--- src/rtl/jtag_driver.sv ---
// JTAG master: turns reset / IR-shift / DR-shift / run-idle commands into TCK/TMS/TDI
// bit sequences that start and end in Run-Test/Idle, and returns the TDO bits captured while shifting.
module jtag_driver #(
  parameter int unsigned MAX_LEN = 32,
  parameter int unsigned CLK_DIV = 2,
  localparam int unsigned LEN_W = $clog2(MAX_LEN + 1)
) (
  input  logic               tck,
  input  logic               trst,
  input  logic               cmd_valid,
  output logic               cmd_ready,
  input  logic [1:0]         cmd_op,
  input  logic [LEN_W-1:0]   cmd_len,
  input  logic [MAX_LEN-1:0] cmd_data,
  output logic               rsp_valid,
  output logic [MAX_LEN-1:0] rsp_data,
  output logic               busy,
  output logic               jtck_o,
  output logic               jtms_o,
  output logic               jtdi_o,
  output logic               jtrst_o,
  input  logic               jtdo_i
);

  localparam int unsigned BIT_W = $clog2(MAX_LEN + 7);
  localparam int unsigned DIV_W = (CLK_DIV > 1) ? $clog2(CLK_DIV) : 1;

  localparam logic [1:0] OP_RESET = 2'b00;
  localparam logic [1:0] OP_IR    = 2'b01;
  localparam logic [1:0] OP_DR    = 2'b10;

  typedef enum logic [2:0] {S_INIT, S_IDLE, S_LOW, S_HIGH, S_DONE} state_e;

  state_e             state_q, state_d;
  logic [DIV_W-1:0]   div_q, div_d;
  logic [BIT_W-1:0]   bit_q, bit_d;
  logic [LEN_W-1:0]   sidx_q, sidx_d;
  logic [1:0]         op_q, op_d;
  logic [BIT_W-1:0]   len_q, len_d;
  logic [MAX_LEN-1:0] data_q, data_d;
  logic [MAX_LEN-1:0] cap_q, cap_d;
  logic               init_q, init_d;
  logic               jtck_q, jtck_d, jtms_q, jtms_d, jtdi_q, jtdi_d, jtrst_q, jtrst_d;
  logic               ready_q, ready_d, rsp_valid_q, rsp_valid_d;
  logic [MAX_LEN-1:0] rsp_data_q, rsp_data_d;

  logic               accept, div_end, last_bit, cur_shift, nxt_shift;
  logic [BIT_W-1:0]   cmd_l, total, nxt_bit;
  logic [MAX_LEN-1:0] data_n;

  // Bits in a command: fixed TMS walk around the L shift bits.
  function automatic logic [BIT_W-1:0] total_of(input logic [1:0] op, input logic [BIT_W-1:0] l);
    case (op)
      OP_RESET: total_of = BIT_W'(6);
      OP_IR:    total_of = l + BIT_W'(6);
      OP_DR:    total_of = l + BIT_W'(5);
      default:  total_of = l;
    endcase
  endfunction

  function automatic logic shift_of(input logic [1:0] op, input logic [BIT_W-1:0] l,
                                    input logic [BIT_W-1:0] b);
    case (op)
      OP_IR:   shift_of = (b >= BIT_W'(4)) && (b < l + BIT_W'(4));
      OP_DR:   shift_of = (b >= BIT_W'(3)) && (b < l + BIT_W'(3));
      default: shift_of = 1'b0;
    endcase
  endfunction

  function automatic logic tms_of(input logic [1:0] op, input logic [BIT_W-1:0] l,
                                  input logic [BIT_W-1:0] b);
    case (op)
      OP_RESET: tms_of = (b < BIT_W'(5));
      OP_IR:    tms_of = (b < BIT_W'(2)) || (b == l + BIT_W'(3)) || (b == l + BIT_W'(4));
      OP_DR:    tms_of = (b == '0) || (b == l + BIT_W'(2)) || (b == l + BIT_W'(3));
      default:  tms_of = 1'b0;
    endcase
  endfunction

  always_comb begin
    if (cmd_len == '0)                    cmd_l = BIT_W'(1);
    else if (cmd_len > LEN_W'(MAX_LEN))   cmd_l = BIT_W'(MAX_LEN);
    else                                  cmd_l = BIT_W'(cmd_len);
  end

  assign accept    = cmd_valid & ready_q;
  assign div_end   = (div_q == DIV_W'(CLK_DIV - 1));
  assign total     = total_of(op_q, len_q);
  assign last_bit  = (bit_q == total - BIT_W'(1));
  assign cur_shift = shift_of(op_q, len_q, bit_q);
  assign nxt_bit   = bit_q + BIT_W'(1);
  assign nxt_shift = shift_of(op_q, len_q, nxt_bit);
  assign data_n    = cur_shift ? (data_q >> 1) : data_q;

  always_ff @(posedge tck) begin
    if (!trst) state_q <= S_INIT;
    else       state_q <= state_d;
  end

  always_comb begin
    state_d = state_q;
    case (state_q)
      S_INIT:         state_d = S_LOW;
      S_IDLE, S_DONE: state_d = accept ? S_LOW : S_IDLE;
      S_LOW:          if (div_end) state_d = S_HIGH;
      S_HIGH:         if (div_end) state_d = !last_bit ? S_LOW : (init_q ? S_IDLE : S_DONE);
      default:        state_d = S_INIT;
    endcase
  end

  // Pin and datapath updates; TMS/TDI change only where jtck falls, TDO sampled where it rises.
  always_comb begin
    div_d       = div_q;
    bit_d       = bit_q;
    sidx_d      = sidx_q;
    op_d        = op_q;
    len_d       = len_q;
    data_d      = data_q;
    cap_d       = cap_q;
    init_d      = init_q;
    jtck_d      = jtck_q;
    jtms_d      = jtms_q;
    jtdi_d      = jtdi_q;
    jtrst_d     = jtrst_q;
    ready_d     = ready_q;
    rsp_valid_d = 1'b0;
    rsp_data_d  = rsp_data_q;
    case (state_q)
      S_INIT: begin
        jtrst_d = 1'b1;
        init_d  = 1'b1;
        op_d    = OP_RESET;
        bit_d   = '0;
        div_d   = '0;
        jtck_d  = 1'b0;
        jtms_d  = 1'b1;
        jtdi_d  = 1'b0;
      end
      S_IDLE, S_DONE: begin
        if (accept) begin
          op_d    = cmd_op;
          len_d   = cmd_l;
          data_d  = cmd_data;
          cap_d   = '0;
          bit_d   = '0;
          sidx_d  = '0;
          div_d   = '0;
          init_d  = 1'b0;
          ready_d = 1'b0;
          jtms_d  = tms_of(cmd_op, cmd_l, '0);
          jtdi_d  = 1'b0;
        end
      end
      S_LOW: begin
        if (div_end) begin
          div_d  = '0;
          jtck_d = 1'b1;
          if (cur_shift) cap_d = cap_q | (MAX_LEN'(jtdo_i) << sidx_q);
        end else begin
          div_d = div_q + DIV_W'(1);
        end
      end
      S_HIGH: begin
        if (div_end) begin
          div_d  = '0;
          jtck_d = 1'b0;
          if (last_bit) begin
            jtms_d  = 1'b1;
            jtdi_d  = 1'b0;
            ready_d = 1'b1;
            if (!init_q) begin
              rsp_valid_d = 1'b1;
              rsp_data_d  = cap_q;
            end
          end else begin
            bit_d  = nxt_bit;
            data_d = data_n;
            if (cur_shift) sidx_d = sidx_q + LEN_W'(1);
            jtms_d = tms_of(op_q, len_q, nxt_bit);
            jtdi_d = nxt_shift & data_n[0];
          end
        end else begin
          div_d = div_q + DIV_W'(1);
        end
      end
      default: ;
    endcase
  end

  always_ff @(posedge tck) begin
    if (!trst) begin
      div_q       <= '0;
      bit_q       <= '0;
      sidx_q      <= '0;
      op_q        <= OP_RESET;
      len_q       <= '0;
      data_q      <= '0;
      cap_q       <= '0;
      init_q      <= 1'b1;
      jtck_q      <= 1'b0;
      jtms_q      <= 1'b1;
      jtdi_q      <= 1'b0;
      jtrst_q     <= 1'b0;
      ready_q     <= 1'b0;
      rsp_valid_q <= 1'b0;
      rsp_data_q  <= '0;
    end else begin
      div_q       <= div_d;
      bit_q       <= bit_d;
      sidx_q      <= sidx_d;
      op_q        <= op_d;
      len_q       <= len_d;
      data_q      <= data_d;
      cap_q       <= cap_d;
      init_q      <= init_d;
      jtck_q      <= jtck_d;
      jtms_q      <= jtms_d;
      jtdi_q      <= jtdi_d;
      jtrst_q     <= jtrst_d;
      ready_q     <= ready_d;
      rsp_valid_q <= rsp_valid_d;
      rsp_data_q  <= rsp_data_d;
    end
  end

  assign cmd_ready = ready_q;
  assign busy      = ~ready_q;
  assign rsp_valid = rsp_valid_q;
  assign rsp_data  = rsp_data_q;
  assign jtck_o    = jtck_q;
  assign jtms_o    = jtms_q;
  assign jtdi_o    = jtdi_q;
  assign jtrst_o   = jtrst_q;

endmodule

--- config.mk ---
export PLATFORM = sky130hd
export DESIGN_NAME = jtag_driver
export DESIGN_NICKNAME = d
export VERILOG_FILES = /design/src/rtl/jtag_driver.sv
export SDC_FILE = /design/constraint.sdc
export NUM_CORES = 1
export LEC_CHECK = 0
export BUFFER_PORTS_ARGS = -buffer_cell sky130_fd_sc_hd__buf_2
export CAP_MARGIN = 20
export CORE_AREA = 5 5 150 152
export DETAILED_ROUTE_END_ITERATION = 8
export DIE_AREA = 0 0 155 157
export PLACE_DENSITY = 0.62
export RECOVER_POWER = 100
export SYNTH_ARGS = -nofsm -noshare
export SYNTH_HDL_FRONTEND = slang
export SYNTH_SLANG_ARGS = --single-unit
--- constraint.sdc ---
create_clock -name tck -period 3.55 [get_ports tck]
set_input_delay 0.1775 -clock tck [delete_from_list [all_inputs] [get_ports tck]]
set_output_delay 0.1775 -clock tck [all_outputs]
set_load 0.02 [all_outputs]
# Word level (Yosys, flattened, before mapping)
# Cells that the tools add are included.
[word_totals]
ff_bits = 127
wordCells = 147
[classes]
add_sub_neg = 9
order_cmp = 11
eq_ne = 19
n_shift = 1
mux = 50
bitwise_logic = 5
n_reduce_logical = 35
[op_table]
columns = ["operator", "n"]
rows = [
  ["$mux 32", 7],
  ["$pmux 32 s2", 2],
  ["$mux 6", 8],
  ["$pmux 6 s3", 2],
  ["$or 32x32->32", 1],
  ["$shl 1x6->32", 1],
  ["$eq 6x6->1", 4],
  ["$lt 6x6->1", 4],
  ["$reduce_and 4->1", 6],
  ["$add 6x3->6 const B", 3],
  ["$pmux 1 s3", 5],
  ["$ne 2x2->1 const B", 7],
  ["$mux 1", 13],
  ["$add 6x1->6 const B", 2],
  ["$add 6x2->6 const B", 2],
  ["$ge 6x2->1 const B", 2],
  ["$ge 6x3->1 const B", 2],
  ["$logic_not 6->1", 2],
  ["$mux 3", 4],
  ["$pmux 3 s4", 1],
  ["$pmux 6 s2", 1],
  ["$reduce_bool 3->1", 3],
  ["$pmux 1 s2", 4],
  ["$reduce_and 2->1", 4],
  ["23 further kinds", 40],
]

# Depth between registers and ports, before layout
# Gate-level depths: netlist (run 1).
[logic_depth]
depth_word = 9
mapped_depth = 15
depth_no_buf = 13

# Worst setup path before layout (run 1)
# No wires, ideal clock.
[synth_timing]
kind = "flip-flop to flip-flop"
startpoint = "reg len_q[1]"
endpoint = "reg rsp_data_q[10], in the netlist rsp_data[10]"
setup_ps = 132
arrival_time_ps = 3149
setup_slack_ps = 268
stages_incl_launch_ff = 13
n_path_buf = 2
period_less_slack_ps = 3282
cell_sequence = "dfxtp_1 inv_1 ha_1 a211o_1 o22ai_1 nand4_2 or4b_1 or2_4 a311o_1 buf_6 buf_6 o31ai_2 a21oi_1"
[synth_between]
elab_chain_cells = 5
[synth_lines]
columns = ["item", "line_no", "rtl"]
rows = [
  ["start, declared", "39", "logic [BIT_W-1:0] len_q, len_d;"],
  ["start signal, assigned", "212", "len_q <= len_d;"],
  ["$add 6x3->6 (on tied branches)", "56, 55", ""],
  ["$pmux 6 s3 (*)", "53", "case (op)"],
  ["$sub 6x1->6 (*)", "89", "assign last_bit = (bit_q == total - BIT_W'(1));"],
  ["$eq 6x6->1 (*)", "89", ""],
  ["$reduce_and 4->1 (no source line) (*)", "--", ""],
  ["end signal, assigned", "222", "rsp_data_q <= rsp_data_d;"],
  ["end, declared", "45", "logic [MAX_LEN-1:0] rsp_data_q, rsp_data_d;"],
]
# Mark *: on every way between the ends. The rest lies on a longest branch, timed or not.
# A chain may end at the register's enable or synchronous reset.

# Worst setup path in the final report (run 1)
[layout_timing]
startpoint = "reg op_q[0]"
endpoint = "reg state_q[1]"
[layout_between]
elab_chain_cells = 7
[layout_lines]
columns = ["item", "line_no", "rtl"]
rows = [
  ["start, declared", "38", "logic [1:0] op_q, op_d;"],
  ["start signal, assigned", "211", "op_q <= op_d;"],
  ["$eq 2x2->1 (tied with other cells)", "53", ""],
  ["$pmux 6 s3 (*)", "53", ""],
  ["$sub 6x1->6 (*)", "89", ""],
  ["$eq 6x6->1 (*)", "89", ""],
  ["$mux 3 (*) (2 in series)", "106", "S_HIGH: if (div_end) state_d = !last_bit ? S_LOW : (init_q ? S_IDLE : S_DONE);"],
  ["$pmux 3 s4 (*)", "102", "case (state_q)"],
  ["end signal, assigned", "97", "else state_q <= state_d;"],
  ["end, declared", "34", "state_e state_q, state_d;"],
]
# Mark *: on every way between the ends. The rest lies on a longest branch, timed or not. The select of a mux whose other input is x is not followed.

==> results.md, run 1 <==
- Run status: complete, no violations
- Area inside the core boundary: about 21000 um^2
- Vias in the first global route: about 6500
- Startpoint type of the worst setup path: flip-flop
- Start point of the worst hold path: cmd_data[8]
- Most common cell after layout, fill and taps aside: a21oi_1
- Data arrival at the endpoint of the critical path: around 3600 ps
- Average wire length per cell after detail routing: 17.1 um
- Transition at the pin with the smallest max-transition slack: between 1000 and 1500 ps
- Number of instances in the synthesized netlist: 855
- Layout overhead on the synthesized area: 15.3%
- Setup violations, final: 0
- Depth of the most critical reg-to-reg path: 11
- Maximum fanout encountered on the critical timing path: 9
- Worst hold path endpoint: data_q[8]
- Max Slew Vio Count: 0
- Worst hold stages: 3
- Type of the worst setup path: flip-flop to flip-flop
- Total of fill cells in the finished design: about 2200
- Required time worst endpoint: 3860 ps
- Overall overflow remaining after global route: 0
- Async set or reset register ratio after synthesis: 0%
- Min Clock Period, post-route: 3330 ps
- Share of layout cells above drive strength 1: 13.3%
- RSZ-0062 raised after global routing: no
- Total Routed Length: 20.5 mm
- Horizontal die dimension: 155 um
- Clock tree sinks: 127
- Kind of capture point of the worst setup path: flip-flop
- Skew final: around 11 ps
- Count of final hold-check violations: 0
- Worst min-delay path category: primary input to flip-flop
- Root Driver: clkbuf_16
- Global-route wire length before repair: 33.8 mm
- Worst max-slew margin expressed relative to the limit: 23.2%
- Areal power density over the cells: approximately 400 nW/um^2
- DR vias: 6611
- Number of routed nets with antenna violations: 0
- Smallest hold slack: 39.0 ps
- Count of TritonRoute iterations in the first routing pass: 5
- Share of the clock period used by the worst path: a little over nine tenths
- Initial antenna violation count: 0
- Vias per std cell: approximately 5.5
- Die area: 24300 um^2
- Buffers from clock root to sink, at most: 2
- Overall global routing resource usage: 16.8%
- Starting density of the core: 34.5%
- Leading cell types in the layout, fill and taps excluded: a21oi_1, dfxtp_1, nor2_1
- Port bufs: just over 80
- Number of max-cap violations: 0
- Library cell occupying the most area in the post-synthesis netlist: dfxtp_1
- Area of the multi-input gates: 4130 um^2
- Largest vdd supply drop: roughly 0.28 mV
- DRC Markers: 0
- Worst reg2reg setup slack: 220 ps
- Largest net degree at the start of global routing: 56
- Count of flip-flops with a built-in enable after synthesis: 0
- Critical R2R Launch: op_q[0]
- Post-synthesis register bit count: about 130
- CTS Buf Count: 17
- Number of library cell types mapped by synthesis: 65
- Rows: 53
- IO Count: 83
- RD Place Congestion: 0.921
- Main flop type after synthesis: dfxtp_1
- Depth of the CTS H-tree: 4
- Reg area: 2540 um^2
- Placed wire-length estimate: 13.9 mm
- Number of warnings reported in the yosys synthesis log: 0
- Layout Nets: 998
- Post-synthesis cell area: 7210 um^2
- Clock latency at the later pin of the worst-skew pair: about 420 ps
- Clock tree from TritonCTS: done
- Clk slew on worst S/H paths: 60 ps
- Total negative slack: 0 ps
- Post-synthesis net count: 941
- Y dimension of the die: approximately 160 um
- Share of synthesized area occupied by flip-flops and latches: 35.2%
- Leading cell types by total area after synthesis: dfxtp_1, a21oi_1, ha_1, o31ai_2, o41ai_1
- Share of Yosys cell area claimed by the top area cell type: a little over a third
- Highest clock rate: about 300 MHz
- Leakage power of the design: 0.00312 uW
- Number of antenna repair diodes: 0
- Iteration-0 DRC count of the detailed router: 366
- Hold_buf cts: 0
- Endpoint of the lowest-slack register-to-register path: state_q[1]
- Per-instance average area after synthesis: 8.44 um^2
- Final cell utilization of the core: between 30 and 40%
==> logic make-up after synthesis <==
| group | synth area share (%) |
|---|---|
| compound gates | 29.2 |
| xor+xnor | 2.91 |
| fa+ha+maj | 7.28 |
| buf+inv | 6.10 |
| flops | 35.2 |
| mux | 0.989 |
| simple gates | 18.2 |
==> layer usage <==
layer  wire [um]  vias to the layer above  GRT usage, %
li1            -                     3303             -
met4         423                        0          5.80
met5           0                        -             0
met3         721                       35          3.41
met1        9710                     3155          22.0
met2        9680                      118          27.6
==> how the worst max path moves through the flow <==
stage              from            to  slack (ps)  depth (start not counted)
3_5_place_dp    op_q[1]  rsp_data[29]          90                         11
5_1_grt        len_q[2]   rsp_data[6]           4                         11
3_3_place_gp    op_q[1]  rsp_data[29]         200                         11
2_1_floorplan  len_q[1]  rsp_data[10]         270                         12
6_report        op_q[0]    state_q[1]         220                         11
4_1_cts         op_q[1]  rsp_data[29]          20                         11
==> where the power goes <==
group          total, uW  switching [uW]  internal, uW
sequential          1440            6.49          1430
combinational        176             115          61.1
clock               1680             748           930
==> what timing repair did <==
action                     CTS  global route
buffers inserted             0             2
resized for setup            0             5
setup endpoints to repair    0            70
==> final cells by class <==
| class | instances | share of cell area (%) |
|---|---|---|
| Clock buffer | 17 | 5.11 |
| Clock inverter | 15 | 1.73 |
| Inverter | 23 | 1.04 |
| Multi-Input combinational cell | 626 | 49.7 |
| Sequential cell | 127 | 30.6 |
| Tap cell | 275 | 4.14 |
| Timing Repair Buffer | 117 | 7.76 |
==> flip-flops by register name, summed over array words and instances, names as in the netlist <==
name,flops
jtms_o,1
bit_q,6
cmd_ready,1
len_q,6
state_q,3
cap_q,32
div_end,1
init_q,1
sidx_q,6
rsp_data,32
jtdi_o,1
op_q,2
jtrst_o,1
rsp_valid,1
data_q,32
jtck_o,1
==> worst max-delay path: stages (launching register included) <==
cell and delay (ps):
dfxtp_1 380, inv_1 80, ha_1 250, buf_4 180, a221o_1 330, o21a_1 160
or4b_1 560, or2_4 270, a311oi_2 380, buf_12 170, nand2_1 90, o311a_1 360
==> synth_stat cells, types with 10 or more instances <==
cell type and number:
a21oi_1 143, a31oi_1 13, and3_1 33, buf_2 10, clkbuf_1 56, dfxtp_1 127
ha_1 42, inv_1 22, nand2_1 31, nand3_1 44, nor2_1 56, nor2b_1 14
nor3_1 15, o21a_1 12, o21ai_0 11, o31ai_2 29, o41ai_1 32, xnor2_1 14
xor2_1 10
==> per-stage QoR <==
stage	setup slack, ps	power (uW)	instances	instance area, um^2
floorplan	268	1580	855	7210
global placement	197	1650	1166	7920
detailed placement	89.6	1650	1166	7920
CTS	23.2	3340	1198	8490
global route	4.22	3410	1200	8320
finish	221	3290	1200	8320
Power figures use the tool's default switching activity.
==> run 2: changes to the inputs <==
--- a/config.mk
+++ b/config.mk
@@ -7,11 +7,13 @@
 export LEC_CHECK = 0
 export BUFFER_PORTS_ARGS = -buffer_cell sky130_fd_sc_hd__buf_2
 export CAP_MARGIN = 20
-export CORE_AREA = 5 5 150 152
+export CORE_AREA = 5 5 117 119
 export DETAILED_ROUTE_END_ITERATION = 8
-export DIE_AREA = 0 0 155 157
-export PLACE_DENSITY = 0.62
+export DIE_AREA = 0 0 122 124
+export PLACE_DENSITY = 0.89
 export RECOVER_POWER = 100
+export SKIP_CTS_REPAIR_TIMING = 1
 export SYNTH_ARGS = -nofsm -noshare
 export SYNTH_HDL_FRONTEND = slang
 export SYNTH_SLANG_ARGS = --single-unit
+export TNS_END_PERCENT = 30
==> results.md, run 2 (synthesis results as in run 1) <==
- Cell with the largest stage delay on the worst path: a311o_2
- Vias in the first global route: 6522 (-0.34%)
- Family with the most delay on the worst path: compound AO/OA/AOI/OAI gates
- Data arrival at the endpoint of the critical path: 3760 ps (+120 ps)
- Startpoint type of the worst setup path: flip-flop
- Clock tree from TritonCTS: done
- Number of routed nets with antenna violations: 0 (unchanged)
- Area inside the core boundary: 12500 um^2 (-40%)
- Layout overhead on the synthesized area: 16.5%
- Leading cell types in the layout, fill and taps excluded: a21oi_1, dfxtp_1, nor2_1
- Global-route wire length before repair: 32.0 mm (-5.4%)
- Starting density of the core: 57.9% (+23 points)
- Setup violations, final: 0 (unchanged)
- Root Driver: clkbuf_16
- Initial antenna violation count: 1 (+1)
- Rows: 41 (-23%)
- Count of final hold-check violations: 0 (unchanged)
- Required time worst endpoint: 3830 ps (-30 ps)
- Number of max-cap violations: 0 (unchanged)
- Final cell utilization of the core: 67.4% (+28 points)
- Areal power density over the cells: 407 nW/um^2 (+2.9%)
- Transition at the pin with the smallest max-transition slack: 1030 ps (-116 ps)
- Leakage power of the design: 0.00318 uW (+2.0%)
- IO Count: 83 (unchanged)
- Run status: complete, no violations
- Cells along the critical path: inv_1 -> ha_2 -> or2_2 -> o311a_1 -> a211oi_1 -> xor2_1 -> o211ai_1 -> a311o_2 -> buf_12 -> o31ai_1 -> a21oi_1
- Count of TritonRoute iterations in the first routing pass: 5 (unchanged)
- Non-filler cells in the finished layout: 1098 (-8.5%)
- Placed wire-length estimate: 13.0 mm (-6.2%)
- Most common cell after layout, fill and taps aside: a21oi_1
- Share of layout cells above drive strength 1: 16.5% (+3.2 points)
- Clk slew on worst S/H paths: 60 ps (about the same)
- Total of fill cells in the finished design: 987 (-55%)
- Average wire length per cell after detail routing: 18.4 um (+7.7%)
- Share of the clock period used by the worst path: 98.0% (+4.2 points)
- Largest vdd supply drop: 0.294 mV (+5.9%)
- Iteration-0 DRC count of the detailed router: 763 (+110%)
- RD Place Congestion: 0.946 (+2.7%)
- Port bufs: 82 (unchanged)
- Y dimension of the die: 124 um (-21%)
- Slowest stage delay, CP: 560 ps (about the same)
- Smallest hold slack: 35.9 ps (-3.09 ps)
- Depth of the CTS H-tree: 4 (unchanged)
- DRC Markers: 0 (unchanged)
- Cell area after placement: 7800 um^2 (-1.6%)
- Maximum fanout encountered on the critical timing path: 18 (+9)
- Overall global routing resource usage: 26.1% (+9.3 points)
- Final Instance Area: 8410 um^2 (+1.1%)
- Horizontal die dimension: 122 um (-21%)
- Min Clock Period, post-route: 3480 ps (+149 ps)
- CTS Buf Count: 17 (unchanged)
- Total Routed Length: 20.2 mm (-1.4%)
- Placed cell count: 1062 (-8.9%)
- Layout Nets: 998 (unchanged)
- Die area: 15100 um^2 (-38%)
- Kind of capture point of the worst setup path: flip-flop
- Worst max-slew margin expressed relative to the limit: 31.5% (+8.3 points)
- Worst min-delay path category: primary input to flip-flop
- Type of the worst setup path: flip-flop to flip-flop
- Max Slew Vio Count: 0 (unchanged)
- Overall overflow remaining after global route: 0 (unchanged)
- Highest clock rate: 287 MHz (-4.3%)
- Clock latency at the later pin of the worst-skew pair: 420 ps (about the same)
- Total negative slack: 0 ps (unchanged)
- Largest net degree at the start of global routing: 56 (unchanged)
- DR vias: 7034 (+6.4%)
- Buffers from clock root to sink, at most: 2 (unchanged)
- Clock tree sinks: 127 (unchanged)
- Worst path bufs/invs: 2 (-1)
- Skew final: 8.39 ps (-2.21 ps)
- Vias per std cell: 6.41 (+16%)
## run 2: changes by cell type in the layout (fill, tap and decap cells not counted), sizes merged
cell	delta
diode	+1
buf	+5
clkinv	-2
clkinvlp	+1
inv	-6
bufinv	+3
clkbuf	-1
## run 2: final timing paths
| path | from | to | slack [ps] | cells past startpoint |
|---|---|---|---|---|
| max | op_q[1] | rsp_data[29] | 70 | 11 |
| min | cmd_len[5] | len_q[5] | 40 | 3 |
| max reg2reg | op_q[1] | rsp_data[29] | 70 | 11 |
| min reg2reg | cap_q[11] | cap_q[11] | 470 | 2 |
## run 2: worst min-delay path, cell delays in order
cell and delay (ps):
buf_2 130, nand2_1 60, a21oi_1 50
## run 2: report_power, final
part / internal, uW / switching (uW)
Clock: 1150 / 654
Sequential: 1430 / 7.82
Combinational: 61.4 / 119
## run 2: routing by layer
metal	share of wire, %	vias to the layer above	global-route usage [%]
met5	0	-	0
met4	2.0	0	9.80
met3	7.2	45	5.27
met2	49	314	43.0
met1	42	3380	33.8
li1	-	3295	-
## run 2: layout make-up
class	count	area [um^2]	share of cell area [%]
antenna	1	2.50	0.0298
tap	172	215	2.56
clock buffer	21	460	5.48
clock inverter	11	154	1.83
timing repair buffer	117	668	7.95
multi-input combinational	626	4280	50.9
inverter	23	86.3	1.03
sequential	127	2540	30.2
## run 2: stage by stage
stage / power [uW] / setup slack (ps)
global route: 3520 / -51.0
floorplan: 1580 / 268
finish: 3420 / 71.4
global placement: 1640 / 206
detailed placement: 1650 / 46.9
CTS: 3430 / -14.6
==> run 3: changes to the inputs <==
--- a/config.mk
+++ b/config.mk
@@ -5,11 +5,13 @@
 export SDC_FILE = /design/constraint.sdc
 export NUM_CORES = 1
 export LEC_CHECK = 0
+export ABC_AREA = 1
 export BUFFER_PORTS_ARGS = -buffer_cell sky130_fd_sc_hd__buf_2
 export CAP_MARGIN = 20
-export CORE_AREA = 5 5 117 119
+export CORE_AREA = 5 5 119 121
 export DETAILED_ROUTE_END_ITERATION = 8
-export DIE_AREA = 0 0 122 124
+export DIE_AREA = 0 0 124 126
+export GPL_ROUTABILITY_DRIVEN = 0
 export PLACE_DENSITY = 0.89
 export RECOVER_POWER = 100
 export SKIP_CTS_REPAIR_TIMING = 1
==> results.md, run 3 <==
- Worst hold stages: 3 (unchanged)
- Run status: complete, no violations
- Start point of the worst hold path: cmd_len[2]
- Horizontal die dimension: 124 um (+1.6%)
- Total Routed Length: 19.4 mm (-4.3%)
- Number of library cell types mapped by synthesis: 40 (-38%)
- Vias in the first global route: 7031 (+7.8%)
- Endpoint of the lowest-slack register-to-register path: rsp_data[29]
- Post-synthesis net count: 1124 (+19%)
- Areal power density over the cells: 428 nW/um^2 (+5.1%)
- Leading cell types in the layout, fill and taps excluded: nand2_1, dfxtp_1, nor2_1
- Clock tree from TritonCTS: done
- Area of the multi-input gates: 4190 um^2 (-2.2%)
- Number of routed nets with antenna violations: 0 (unchanged)
- IO Count: 83 (unchanged)
- Leakage power of the design: 0.00328 uW (+3.1%)
- Data arrival at the endpoint of the critical path: 3620 ps (-140 ps)
- Placed wire-length estimate: 13.0 mm (about the same)
- Number of warnings reported in the yosys synthesis log: 0 (unchanged)
- Setup violations, final: 0 (unchanged)
- Vias per std cell: 5.67 (-12%)
- Port bufs: 82 (unchanged)
- Number of antenna repair diodes: 0 (-1)
- Total negative slack: 0 ps (unchanged)
- Overall global routing resource usage: 25.4% (-0.65 points)
- Depth of the CTS H-tree: 4 (unchanged)
- Leading cell types by count after synthesis: nand2_1, dfxtp_1, nor2_1
- Worst reg2reg setup slack: 270 ps (+200 ps)
- Post-synthesis cell area: 7430 um^2 (+3.0%)
- Per-instance average area after synthesis: 7.16 um^2 (-15%)
- DRC Markers: 0 (unchanged)
- Post-placement setup slack: 370 ps (+323 ps)
- Number of instances in the synthesized netlist: 1038 (+21%)
- Startpoint type of the worst setup path: flip-flop
- Worst min-delay path category: primary input to flip-flop
- Most common cell after layout, fill and taps aside: nand2_1
- Share of the clock period used by the worst path: 92.3% (-5.7 points)
- Transition at the pin with the smallest max-transition slack: 1200 ps (+175 ps)
- Leading cell types by total area after synthesis: dfxtp_1, nand2_1, ha_1, a21oi_1, nor2_1
- Slowest stage delay, CP: 440 ps (-120 ps)
- Library cell occupying the most area in the post-synthesis netlist: dfxtp_1
- Cell with the most instances after synthesis: nand2_1
- Count of TritonRoute iterations in the first routing pass: 5 (unchanged)
- Min Clock Period, post-route: 3280 ps (-202 ps)
- Reg area: 2540 um^2 (unchanged)
- Layout Nets: 1184 (+19%)
- Clock latency at the later pin of the worst-skew pair: 420 ps (about the same)
- Layout overhead on the synthesized area: 12.0%
- Required time worst endpoint: 3890 ps (+60 ps)
- Share of Yosys cell area claimed by the top area cell type: 34.2% (-1.0 points)
- Share of synthesized area occupied by flip-flops and latches: 34.2% (-1.0 points)
- Final setup slack of the worst path: 274 ps (+202 ps)
- Rows: 42 (+2.4%)
- Clk slew on worst S/H paths: 60 ps (about the same)
- Number of max-cap violations: 0 (unchanged)
- Worst hold path endpoint: len_q[2]
- Post-synthesis register bit count: 127 (unchanged)
- Skew final: 12.5 ps (+4.08 ps)
- Iteration-0 DRC count of the detailed router: 675 (-12%)
- Cells along the critical path: inv_1 -> ha_1 -> nand2_1 -> nand2_1 -> nand2_2 -> ha_1 -> xnor2_1 -> nor3_1 -> nand3_1 -> nor2_2 -> nand3_4 -> inv_2 -> buf_4 -> nand4_1 -> a21oi_1
- Kind of capture point of the worst setup path: flip-flop
- Async set or reset register ratio after synthesis: 0% (unchanged)
- Buffers from clock root to sink, at most: 2 (unchanged)
- Initial antenna violation count: 0 (-1)
- Die area: 15600 um^2 (+3.3%)
- Area inside the core boundary: 13000 um^2 (+4.1%)
- Y dimension of the die: 126 um (+1.6%)
- Highest clock rate: 305 MHz (+6.2%)
- Average wire length per cell after detail routing: 15.0 um (-18%)
- Clock tree sinks: 127 (unchanged)
- Depth of the most critical reg-to-reg path: 15 (+4)
- DR vias: 7295 (+3.7%)
- RSZ-0062 raised after global routing: no
- Largest net degree at the start of global routing: 56 (unchanged)
- Cell with the largest stage delay on the worst path: ha_1
- Count of final hold-check violations: 0 (unchanged)
- CTS Buf Count: 17 (unchanged)
- Count of flip-flops with a built-in enable after synthesis: 0 (unchanged)
- Worst max-slew margin expressed relative to the limit: 19.8% (-12 points)
- Main flop type after synthesis: dfxtp_1
- Global-route wire length before repair: 32.8 mm (+2.6%)
- Starting density of the core: 57.2% (-0.63 points)
- Root Driver: clkbuf_16
- Maximum fanout encountered on the critical timing path: 19 (+1)
- Type of the worst setup path: flip-flop to flip-flop
- Overall overflow remaining after global route: 0 (unchanged)
- Total of fill cells in the finished design: 1142 (+16%)
- Largest vdd supply drop: 0.338 mV (+15%)
- Share of layout cells above drive strength 1: 15.6% (-0.97 points)
- Max Slew Vio Count: 0 (unchanged)
- Critical R2R Launch: op_q[0]
[run 3: changes by cell type in the layout (fill, tap and decap cells not counted), sizes merged, moves of 10 or more]
cell / delta
nand3: +44
nand2: +231
o41ai: -32
and3: -33
inv: +44
nor2b: -14
buf: -12
nor3: -13
o21ai: +37
o31ai: -38
nand4: +37
nor2: +76
o21a: -10
a21oi: -20
[run 3: kinds of logic after synthesis]
logic type / synth area share, %
adders and majority gates: 7.07
muxes: 0.152
DFF: 34.2
and+or+nand+nor: 34.1
AOI/OAI and AO/OA: 14.5
buffers and inverters: 8.35
xor gates and xnor gates: 1.65
[run 3: final cells by class]
class / instances / share of cell area, %
Multi-Input combinational cell: 781 / 50.3
Sequential cell: 127 / 30.5
Timing Repair Buffer: 103 / 6.36
Clock buffer: 21 / 5.53
Inverter: 68 / 3.07
Tap cell: 176 / 2.65
Clock inverter: 11 / 1.56
[run 3: metal layers]
metal	vias up	wire length [um]	GRT usage, %
met1	3337	8230	33.3
met5	-	0	0
met2	339	9040	40.6
li1	3552	-	-
met4	0	680	10.6
met3	67	1420	5.16
[run 3: stage by stage]
stage	utilization [%]	instance area (um^2)	total power, uW	hold WS (ps)	instances
finish	64.1	8320	3560	21.0	1287
global route	64.1	8320	3690	22.0	1287
CTS	65.2	8460	3570	8.19	1287
detailed placement	60.6	7870	1850	448	1255
global placement	60.6	7870	1840	447	1255
floorplan	-	7430	1750	321	1038
[run 3: power by group]
group,leakage (uW),total (uW),switching (uW),internal (uW)
clock network,0.000277,1730,659,1080
logic,0.00198,358,233,124
registers,0.00103,1470,29.1,1440
[run 3: how the worst max path moves through the flow]
stage	start	end	depth (start not counted)
floorplan	len_q[1]	data_q[10]	17
CTS	op_q[0]	rsp_data[29]	15
global placement	op_q[0]	rsp_data[30]	16
detailed placement	op_q[0]	rsp_data[25]	15
finish	op_q[0]	rsp_data[29]	15
global route	op_q[0]	rsp_data[29]	15
[run 3: critical path, delay by kind of cell, from the launching register on]
kind	cells	cell delay, ps
adders and majority gates	2	760
DFF	1	340
and+or+nand+nor	8	1120
xor gates and xnor gates	1	130
AOI/OAI and AO/OA	1	190
buffers and inverters	3	650
